--- src/rtl/gen_imm_pipe.sv ---
// Pipelined RV32I/RV64I immediate generator with valid/ready flow control.
// Optional macro GEN_IMM_CSR_EN adds CSR-zimm/CSR-address decode for SYSTEM opcodes.
module gen_imm_pipe #(
  parameter int unsigned XLEN   = 32,
  parameter int unsigned STAGES = 1
) (
  input  logic            iCLK,
  input  logic            iRST,
  input  logic            iValid,
  output logic            oReady,
  input  logic [31:0]     iInst,
  output logic            oValid,
  input  logic            iReady,
  output logic [XLEN-1:0] oImm,
  output logic [2:0]      oFmt,
  output logic            oHasImm
);

  localparam logic [2:0] FMT_NONE  = 3'd0;
  localparam logic [2:0] FMT_I     = 3'd1;
  localparam logic [2:0] FMT_S     = 3'd2;
  localparam logic [2:0] FMT_B     = 3'd3;
  localparam logic [2:0] FMT_U     = 3'd4;
  localparam logic [2:0] FMT_J     = 3'd5;
  localparam logic [2:0] FMT_SHAMT = 3'd6;
`ifdef GEN_IMM_CSR_EN
  localparam logic [2:0] FMT_ZIMM  = 3'd7;
`endif

  logic [6:0]      opcode;
  logic [2:0]      funct3;
  logic [XLEN-1:0] dec_imm;
  logic [2:0]      dec_fmt;

  assign opcode = iInst[6:0];
  assign funct3 = iInst[14:12];

  // Combinational decode feeding stage 0
  always_comb begin
    dec_imm = '0;
    dec_fmt = FMT_NONE;
    case (opcode)
      7'b0000011, 7'b1100111: begin
        dec_imm = XLEN'($signed(iInst[31:20]));
        dec_fmt = FMT_I;
      end
      7'b0010011: begin
        if (funct3 == 3'b001 || funct3 == 3'b101) begin
          dec_fmt = FMT_SHAMT;
          if (XLEN == 64) dec_imm = XLEN'(iInst[25:20]);
          else            dec_imm = XLEN'(iInst[24:20]);
        end else begin
          dec_imm = XLEN'($signed(iInst[31:20]));
          dec_fmt = FMT_I;
        end
      end
      7'b0100011: begin
        dec_imm = XLEN'($signed({iInst[31:25], iInst[11:7]}));
        dec_fmt = FMT_S;
      end
      7'b1100011: begin
        dec_imm = XLEN'($signed({iInst[31], iInst[7], iInst[30:25], iInst[11:8], 1'b0}));
        dec_fmt = FMT_B;
      end
      7'b0110111, 7'b0010111: begin
        dec_imm = XLEN'($signed({iInst[31:12], 12'b0}));
        dec_fmt = FMT_U;
      end
      7'b1101111: begin
        dec_imm = XLEN'($signed({iInst[31], iInst[19:12], iInst[20], iInst[30:21], 1'b0}));
        dec_fmt = FMT_J;
      end
`ifdef GEN_IMM_CSR_EN
      7'b1110011: begin
        if (funct3[2]) begin
          dec_imm = XLEN'(iInst[19:15]);
          dec_fmt = FMT_ZIMM;
        end else begin
          dec_imm = XLEN'($signed(iInst[31:20]));
          dec_fmt = FMT_I;
        end
      end
`endif
      default: begin
        dec_imm = '0;
        dec_fmt = FMT_NONE;
      end
    endcase
  end

  logic [STAGES-1:0] v_q, v_d, adv, load;
  logic [STAGES:0]   down_ok;
  logic [XLEN-1:0]   imm_q [STAGES];
  logic [XLEN-1:0]   imm_d [STAGES];
  logic [2:0]        fmt_q [STAGES];
  logic [2:0]        fmt_d [STAGES];

  // down_ok[k]: stage k can take a word this cycle (empty or draining)
  always_comb begin
    down_ok         = '0;
    adv             = '0;
    load            = '0;
    down_ok[STAGES] = iReady;
    for (int k = int'(STAGES) - 1; k >= 0; k--) begin
      adv[k]     = v_q[k] & down_ok[k+1];
      load[k]    = ~v_q[k] | adv[k];
      down_ok[k] = load[k];
    end
  end

  assign oReady = down_ok[0];

  always_comb begin
    v_d   = v_q;
    imm_d = imm_q;
    fmt_d = fmt_q;
    if (load[0]) begin
      v_d[0] = iValid;
      if (iValid) begin
        imm_d[0] = dec_imm;
        fmt_d[0] = dec_fmt;
      end
    end
    for (int k = 1; k < int'(STAGES); k++) begin
      if (load[k]) begin
        v_d[k] = v_q[k-1];
        if (v_q[k-1]) begin
          imm_d[k] = imm_q[k-1];
          fmt_d[k] = fmt_q[k-1];
        end
      end
    end
  end

  always_ff @(posedge iCLK or posedge iRST) begin
    if (iRST) begin
      v_q <= '0;
      for (int k = 0; k < int'(STAGES); k++) begin
        imm_q[k] <= '0;
        fmt_q[k] <= FMT_NONE;
      end
    end else begin
      v_q   <= v_d;
      imm_q <= imm_d;
      fmt_q <= fmt_d;
    end
  end

  assign oValid  = v_q[STAGES-1];
  assign oImm    = imm_q[STAGES-1];
  assign oFmt    = fmt_q[STAGES-1];
  assign oHasImm = (fmt_q[STAGES-1] != FMT_NONE);

endmodule

--- config.mk ---
export PLATFORM = sky130hd
export DESIGN_NAME = gen_imm_pipe
export DESIGN_NICKNAME = d
export VERILOG_FILES = /design/src/rtl/gen_imm_pipe.sv
export SDC_FILE = /design/constraint.sdc
export NUM_CORES = 1
export LEC_CHECK = 0
export BUFFER_PORTS_ARGS = -buffer_cell sky130_fd_sc_hd__buf_2
export CORE_MARGIN = 8
export CORE_UTILIZATION = 50
export CTS_BUF_LIST = sky130_fd_sc_hd__clkbuf_16
export CTS_CLUSTER_SIZE = 8
export DETAILED_ROUTE_END_ITERATION = 12
export MAX_ROUTING_LAYER = met4
export PLACE_DENSITY = 0.82
export SLEW_MARGIN = 20
export SYNTH_ARGS = -nofsm -noshare
export SYNTH_HDL_FRONTEND = slang
export SYNTH_SLANG_ARGS = --single-unit
--- constraint.sdc ---
create_clock -name iCLK -period 2.85 [get_ports iCLK]
set_input_delay 0.4275 -clock iCLK [delete_from_list [all_inputs] [get_ports iCLK]]
set_output_delay 0.4275 -clock iCLK [all_outputs]
set_load 0.05 [all_outputs]
==> run_results.csv, run 1 <==
group,metric,value,unit
status,status,"finished, final reports clean",
min_path,hp-class,"input port to asynchronous set/reset pin",
floorplan,die_area,5733,um^2
placed_design,place_inst,297,
worst_setup_path,endpoint_kind,"output pin",
synth,syn_nets,221,
placed_design,gp_congestion,0.9785,
detailed_routing,viasPerCell,5.554,
worst_setup_path,critPathKind,"flip-flop to output pin",
synth,synth_mux_area_share,0.6316,%
timing,hold_viol,0,
placed_design,hpwl,3.567,mm
pwr,p_sw,498.6,uW
synth,ys_seq_elements,36,
detailed_routing,drt_iter0_markers,98,
synth,synth_edf_count,0,
timing,fin_crit,1672,ps
worst_setup_path,critPathBufInv,1,
detailed_routing,wl,4.868,mm
synth,syn-cell-area,1783,um^2
final_layout,finalNonFillerCells,305,
pwr,power_per_cell_area,634.7,nW/um^2
pwr,combPwrFrac,25.3,%
final_layout,final_layout_size_suffix_gt1_share,39.38,%
clocking,ctsHoldBuffers,0,
timing,rsz0062_at_grt,"false",
timing,finalSetupTns,0,ps
synth,seq_area_frac_synth,50.53,%
detailed_routing,vias,1694,
final_layout,final_area,2303,um^2
synth,yosysUniqueCellTypes,37,
worst_setup_path,arrival,1240,ps
final_layout,final_nets,294,
synth,synth_compound_area_share,27.51,%
floorplan,ios,74,
synth,yosysWarnings,0,
final_layout,num_antenna_cells,0,
detailed_routing,drc_errors,0,
detailed_routing,first_pass_iters,5,
pwr,leakage,1.151,nW
floorplan,placementRows,21,
timing,tightestPinTransition,741.3,ps
worst_setup_path,r2r-start,"oValid",
worst_setup_path,start_kind,"flip-flop",
floorplan,core-area,3390,um^2
timing,fmax,0.5982,GHz
final_layout,fin_util,67.96,%
worst_setup_path,cp_top_family,"flip-flops",
floorplan,die_x,75.72,um
synth,postSynthCellCount,185,
clocking,cts_tree,"yes",
synth,yosys.area_share.adder,0,%
placed_design,dpl-instance-area,2163,um^2
grt,antenna_found_initial,0,
grt,grt_pass1_wl,7.859,mm
worst_setup_path,required,2420,ps
worst_setup_path,cp_cell_sequence,"or3_1, buf_2",
final_layout,layout_commonest_cell,"buf_2",
worst_setup_path,critPathMaxFanout,3,
placed_design,dp_slack,971.3,ps
pwr,netSwitchingFraction,34.10,%
clocking,postCtsSetupRepairBufs,0,
synth,synth_top_family_by_area,"compound AO/OA/AOI/OAI gates",
clocking,clk_pin_slew,50,ps
timing,fin_skew,3.400,ps
clocking,numCtsBuffers,5,
grt,grt_pass1_vias,1683,
grt,overflow,0,
pwr,seqPwrFrac,39.4,%
clocking,insertion_delay,280,ps
timing,slew-limit-headroom,50.20,%
pwr,p_int,963.4,uW
placed_design,port_buffers,73,
timing,setup_viol_count_final,0,
grt,globalRouteTotalUtil,18.71,%
job,max_cap_viol_count,0,
timing,final-max-slew-violation-count,0,
worst_setup_path,crit_slowest_cell,"dfrtp_1",
final_layout,area_growth_syn_to_layout,29.19,%
timing,worst_slack,1178,ps
timing,timing.hold.ws,242.5,ps
clocking,cts_max_path_buffers,2,
worst_setup_path,slowest_delay,390,ps
timing,finalCritPeriodShare,58.66,%
clocking,htree_levels,2,
final_layout,layout_common_cells,"buf_2 (73), dfrtp_1 (36), nand2_1 (28), nor2_1 (19)",
floorplan,start_util,52.60,%
worst_setup_path,crit_start,"oFmt[0]",
synth,synth_ff_type,"dfrtp_1",
pwr,ir_drop,0.4036,mV
synth,async_reset_ff_share,100.0,%
synth,synth_simple_gate_area_share,16.42,%
detailed_routing,ant_nets,0,
floorplan,die_h,75.72,um
clocking,cts_resized,0,
synth,synth_area_per_cell,9.638,um^2
pwr,clock_power_share,35.4,%
clocking,cts_root_buf,"clkbuf_16",
detailed_routing,routedWlPerCell,15.96,um
clocking,clkSinkCount,36,
synth,synthXorXnorAreaFrac,0,%
grt,grt_max_degree,37,
pwr,p_total,1.462,mW
[worst register-to-register path: stages, from the launching register on]
cell and delay, ps:
dfrtp_1 370, nand2b_1 130, nand2_1 70, buf_4 210
a31oi_1 570, a21oi_1 160
[cell usage after synthesis, types with 3 or more instances]
library cell	count	area (um^2)
a21o_1	3	22.52
o21ai_0	13	65.06
a21oi_1	13	65.06
a22o_1	7	61.31
nor3_1	4	20.02
nand2_1	28	105.1
a221oi_1	4	35.03
buf_2	4	20.02
nor2_1	19	71.32
clkbuf_1	4	15.01
nand3b_1	3	22.52
o21ai_1	10	50.05
dfrtp_1	36	900.9
a21oi_2	10	87.58
[cells by family after synthesis]
group           Yosys count
compound gates           70
simple gates             64
mux                       1
flops                    36
buf+inv                  14
[sequential cells by signal (all words and copies together), names as in the netlist]
register	cells
oValid	1
oImm	32
oFmt	3
[per-layer routing]
metal / up-vias / share of wire (%) / global-route usage (%)
li1: 804 / - / -
met1: 799 / 45 / 23.66
met5: - / 0 / -
met3: 13 / 8.2 / 5.921
met2: 78 / 45 / 27.52
met4: 0 / 1.8 / 6.610
[final timing paths]
check,end,slack [ps],cells after the start
max in group asynchronous,oImm[1],2290,3
min in group iCLK,oValid,360,2
hold reg to reg,oFmt[1],490,2
setup reg to reg,oImm[12],1190,5
hold / removal,oImm[16],240,3
setup / recovery,oHasImm,1180,2
[power by group through the flow]
stage          Combinational [mW]  Clock, mW  Sequential, mW
2_1_floorplan               0.122          0           0.731
4_1_cts                     0.372      0.528           0.576
3_3_place_gp                0.368          0           0.583
5_1_grt                     0.394      0.552           0.581
3_5_place_dp                0.371          0           0.583
6_report                    0.369      0.517           0.575
[final cells by class]
class,instances,area [um^2]
clock inverters,3,15.01
multi-input cells,135,794.5
inverters,2,7.507
flip-flops and latches,36,900.9
well taps,46,57.56
fillers,271,1086
clock buffers,5,125.1
repair buffers,78,402.9
No activity file was read; power rests on OpenSTA's default activity.
==> inputs of run 2 (changes only) <==
--- a/config.mk
+++ b/config.mk
@@ -7,12 +7,12 @@
 export LEC_CHECK = 0
 export BUFFER_PORTS_ARGS = -buffer_cell sky130_fd_sc_hd__buf_2
 export CORE_MARGIN = 8
-export CORE_UTILIZATION = 50
+export CORE_UTILIZATION = 47
 export CTS_BUF_LIST = sky130_fd_sc_hd__clkbuf_16
 export CTS_CLUSTER_SIZE = 8
 export DETAILED_ROUTE_END_ITERATION = 12
 export MAX_ROUTING_LAYER = met4
-export PLACE_DENSITY = 0.82
+export PLACE_DENSITY = 0.77
 export SLEW_MARGIN = 20
 export SYNTH_ARGS = -nofsm -noshare
 export SYNTH_HDL_FRONTEND = slang
==> constraint.sdc (replaced) <==
create_clock -name iCLK -period 1.7 [get_ports iCLK]
set_input_delay 0.255 -clock iCLK [delete_from_list [all_inputs] [get_ports iCLK]]
set_output_delay 0.255 -clock iCLK [all_outputs]
set_load 0.05 [all_outputs]
==> run_results.csv, run 2 (same netlist as run 1, synthesis figures left out) <==
group,metric,value,unit
detailed_routing,first_pass_iters,4,
floorplan,die_h,77.59,um
status,status,"finished, final reports clean",
worst_setup_path,endpoint_kind,"flip-flop",
timing,fin_skew,3.330,ps
min_path,hp-class,"input port to asynchronous set/reset pin",
clocking,postCtsSetupRepairBufs,0,
floorplan,start_util,48.70,%
clocking,insertion_delay,270,ps
clocking,htree_levels,2,
detailed_routing,drt_iter0_markers,117,
worst_setup_path,critPathMaxFanout,8,
pwr,power_per_cell_area,1043,nW/um^2
clocking,numCtsBuffers,5,
detailed_routing,drc_errors,0,
final_layout,final_layout_size_suffix_gt1_share,41.60,%
timing,fin_crit,1556,ps
final_layout,finalNonFillerCells,310,
pwr,seqPwrFrac,39.7,%
grt,grt_pass1_wl,7.976,mm
timing,finalSetupTns,0,ps
floorplan,die_area,6020,um^2
job,max_cap_viol_count,0,
clocking,clk_pin_slew,50,ps
grt,antenna_found_initial,0,
detailed_routing,routedWlPerCell,16.00,um
final_layout,layout_commonest_cell,"buf_2",
final_layout,final_nets,298,
clocking,cts_max_path_buffers,2,
worst_setup_path,arrival,1670,ps
detailed_routing,ant_nets,0,
worst_setup_path,crit_slowest_cell,"a31oi_1",
timing,worst_slack,143.5,ps
final_layout,area_growth_syn_to_layout,31.23,%
placed_design,hpwl,3.690,mm
final_layout,layout_common_cells,"buf_2 (73), dfrtp_1 (35), nand2_1 (28), nor2_1 (19)",
pwr,combPwrFrac,25.6,%
grt,globalRouteTotalUtil,16.58,%
detailed_routing,wl,4.959,mm
timing,fmax,0.6425,GHz
worst_setup_path,required,1810,ps
timing,timing.hold.ws,72.02,ps
worst_setup_path,cp_cell_sequence,"nand2b_4, nand2_1, a31oi_1, a21oi_1",
placed_design,port_buffers,73,
detailed_routing,vias,1659,
timing,final-max-slew-violation-count,0,
pwr,ir_drop,0.5253,mV
final_layout,largest_register_ffs,32,
placed_design,place_inst,303,
timing,rsz0062_at_grt,"false",
timing,finalCritPeriodShare,91.56,%
clocking,cts_tree,"yes",
grt,grt_pass1_vias,1679,
floorplan,ios,74,
grt,overflow,0,
worst_setup_path,critPathKind,"flip-flop to flip-flop",
detailed_routing,viasPerCell,5.352,
timing,slew-limit-headroom,52.74,%
floorplan,die_x,77.59,um
floorplan,core-area,3661,um^2
timing,setup_viol_count_final,0,
clocking,cts_root_buf,"clkbuf_16",
pwr,clock_power_share,34.7,%
pwr,p_int,1.615,mW
timing,tightestPinTransition,705.6,ps
clocking,clkSinkCount,36,
timing,hold_viol,0,
worst_setup_path,start_kind,"flip-flop",
placed_design,dp_slack,44.57,ps
pwr,netSwitchingFraction,33.79,%
final_layout,num_antenna_cells,0,
pwr,leakage,1.179,nW
worst_setup_path,slowest_delay,580,ps
placed_design,gp_congestion,0.8695,
grt,grt_max_degree,37,
pwr,p_sw,824.4,uW
floorplan,placementRows,22,
run 2: changes by cell type in the layout (fill, tap and decap cells not counted), sizes merged:
| cell | change |
|---|---|
| clkinvlp | -1 |
| buf | +4 |
run 2: layout make-up:
type / instances / area [um^2]
timing repair buffer: 82 / 432.9
clock buffer: 5 / 125.1
clock inverter: 2 / 8.758
fill: 310 / 1321
inverter: 2 / 7.507
tap: 48 / 60.06
sequential: 36 / 902.1
multi-input combinational: 135 / 803.3
run 2: through the flow:
stage	power [mW]	instance area, um^2	util, %
6_report	2.440	2340	63.91
5_1_grt	2.532	2340	63.91
4_1_cts	2.464	2338	63.88
3_5_place_dp	1.608	2205	60.22
3_3_place_gp	1.601	2205	60.22
2_1_floorplan	1.432	1792	-
run 2: power groups by stage:
stage | Sequential, mW | Combinational [mW] | Clock (mW)
2_1_floorplan | 1.23 | 0.205 | 0
3_3_place_gp | 0.982 | 0.619 | 0
3_5_place_dp | 0.980 | 0.628 | 0
4_1_cts | 0.968 | 0.630 | 0.866
5_1_grt | 0.977 | 0.662 | 0.893
6_report | 0.968 | 0.624 | 0.848
run 2: repair_timing:
action                                 CTS  global route
resized for setup                        0             1
setup endpoints to repair                0             8
hold buffers                             0             0
endpoints found under the hold margin    0             0
run 2: routing by layer:
metal | vias up | track usage (%) | routed length (um)
met1 | 792 | 19.60 | 2136
li1 | 805 | - | -
met2 | 54 | 26.07 | 2445
met5 | - | - | 0
met3 | 8 | 4.839 | 310
met4 | 0 | 6.226 | 67
run 2: path summary, 6_finish.rpt:
path                       cells after the start     from       end  slack (ps)
setup / recovery                               4   oValid  oImm[18]         140
hold / removal                                 3     iRST  oImm[30]          70
setup reg to reg                               4   oValid  oImm[18]         140
hold reg to reg                                2  oFmt[1]   oFmt[1]         480
max in group asynchronous                      3     iRST    oValid        1280
min in group iCLK                              2   iValid    oValid         200
run 2: worst max-delay path, delay by kind of cell (launching register included):
| kind | cells | cell delay (ps) |
|---|---|---|
| flops | 1 | 420 |
| compound gates | 2 | 750 |
| simple gates | 2 | 230 |
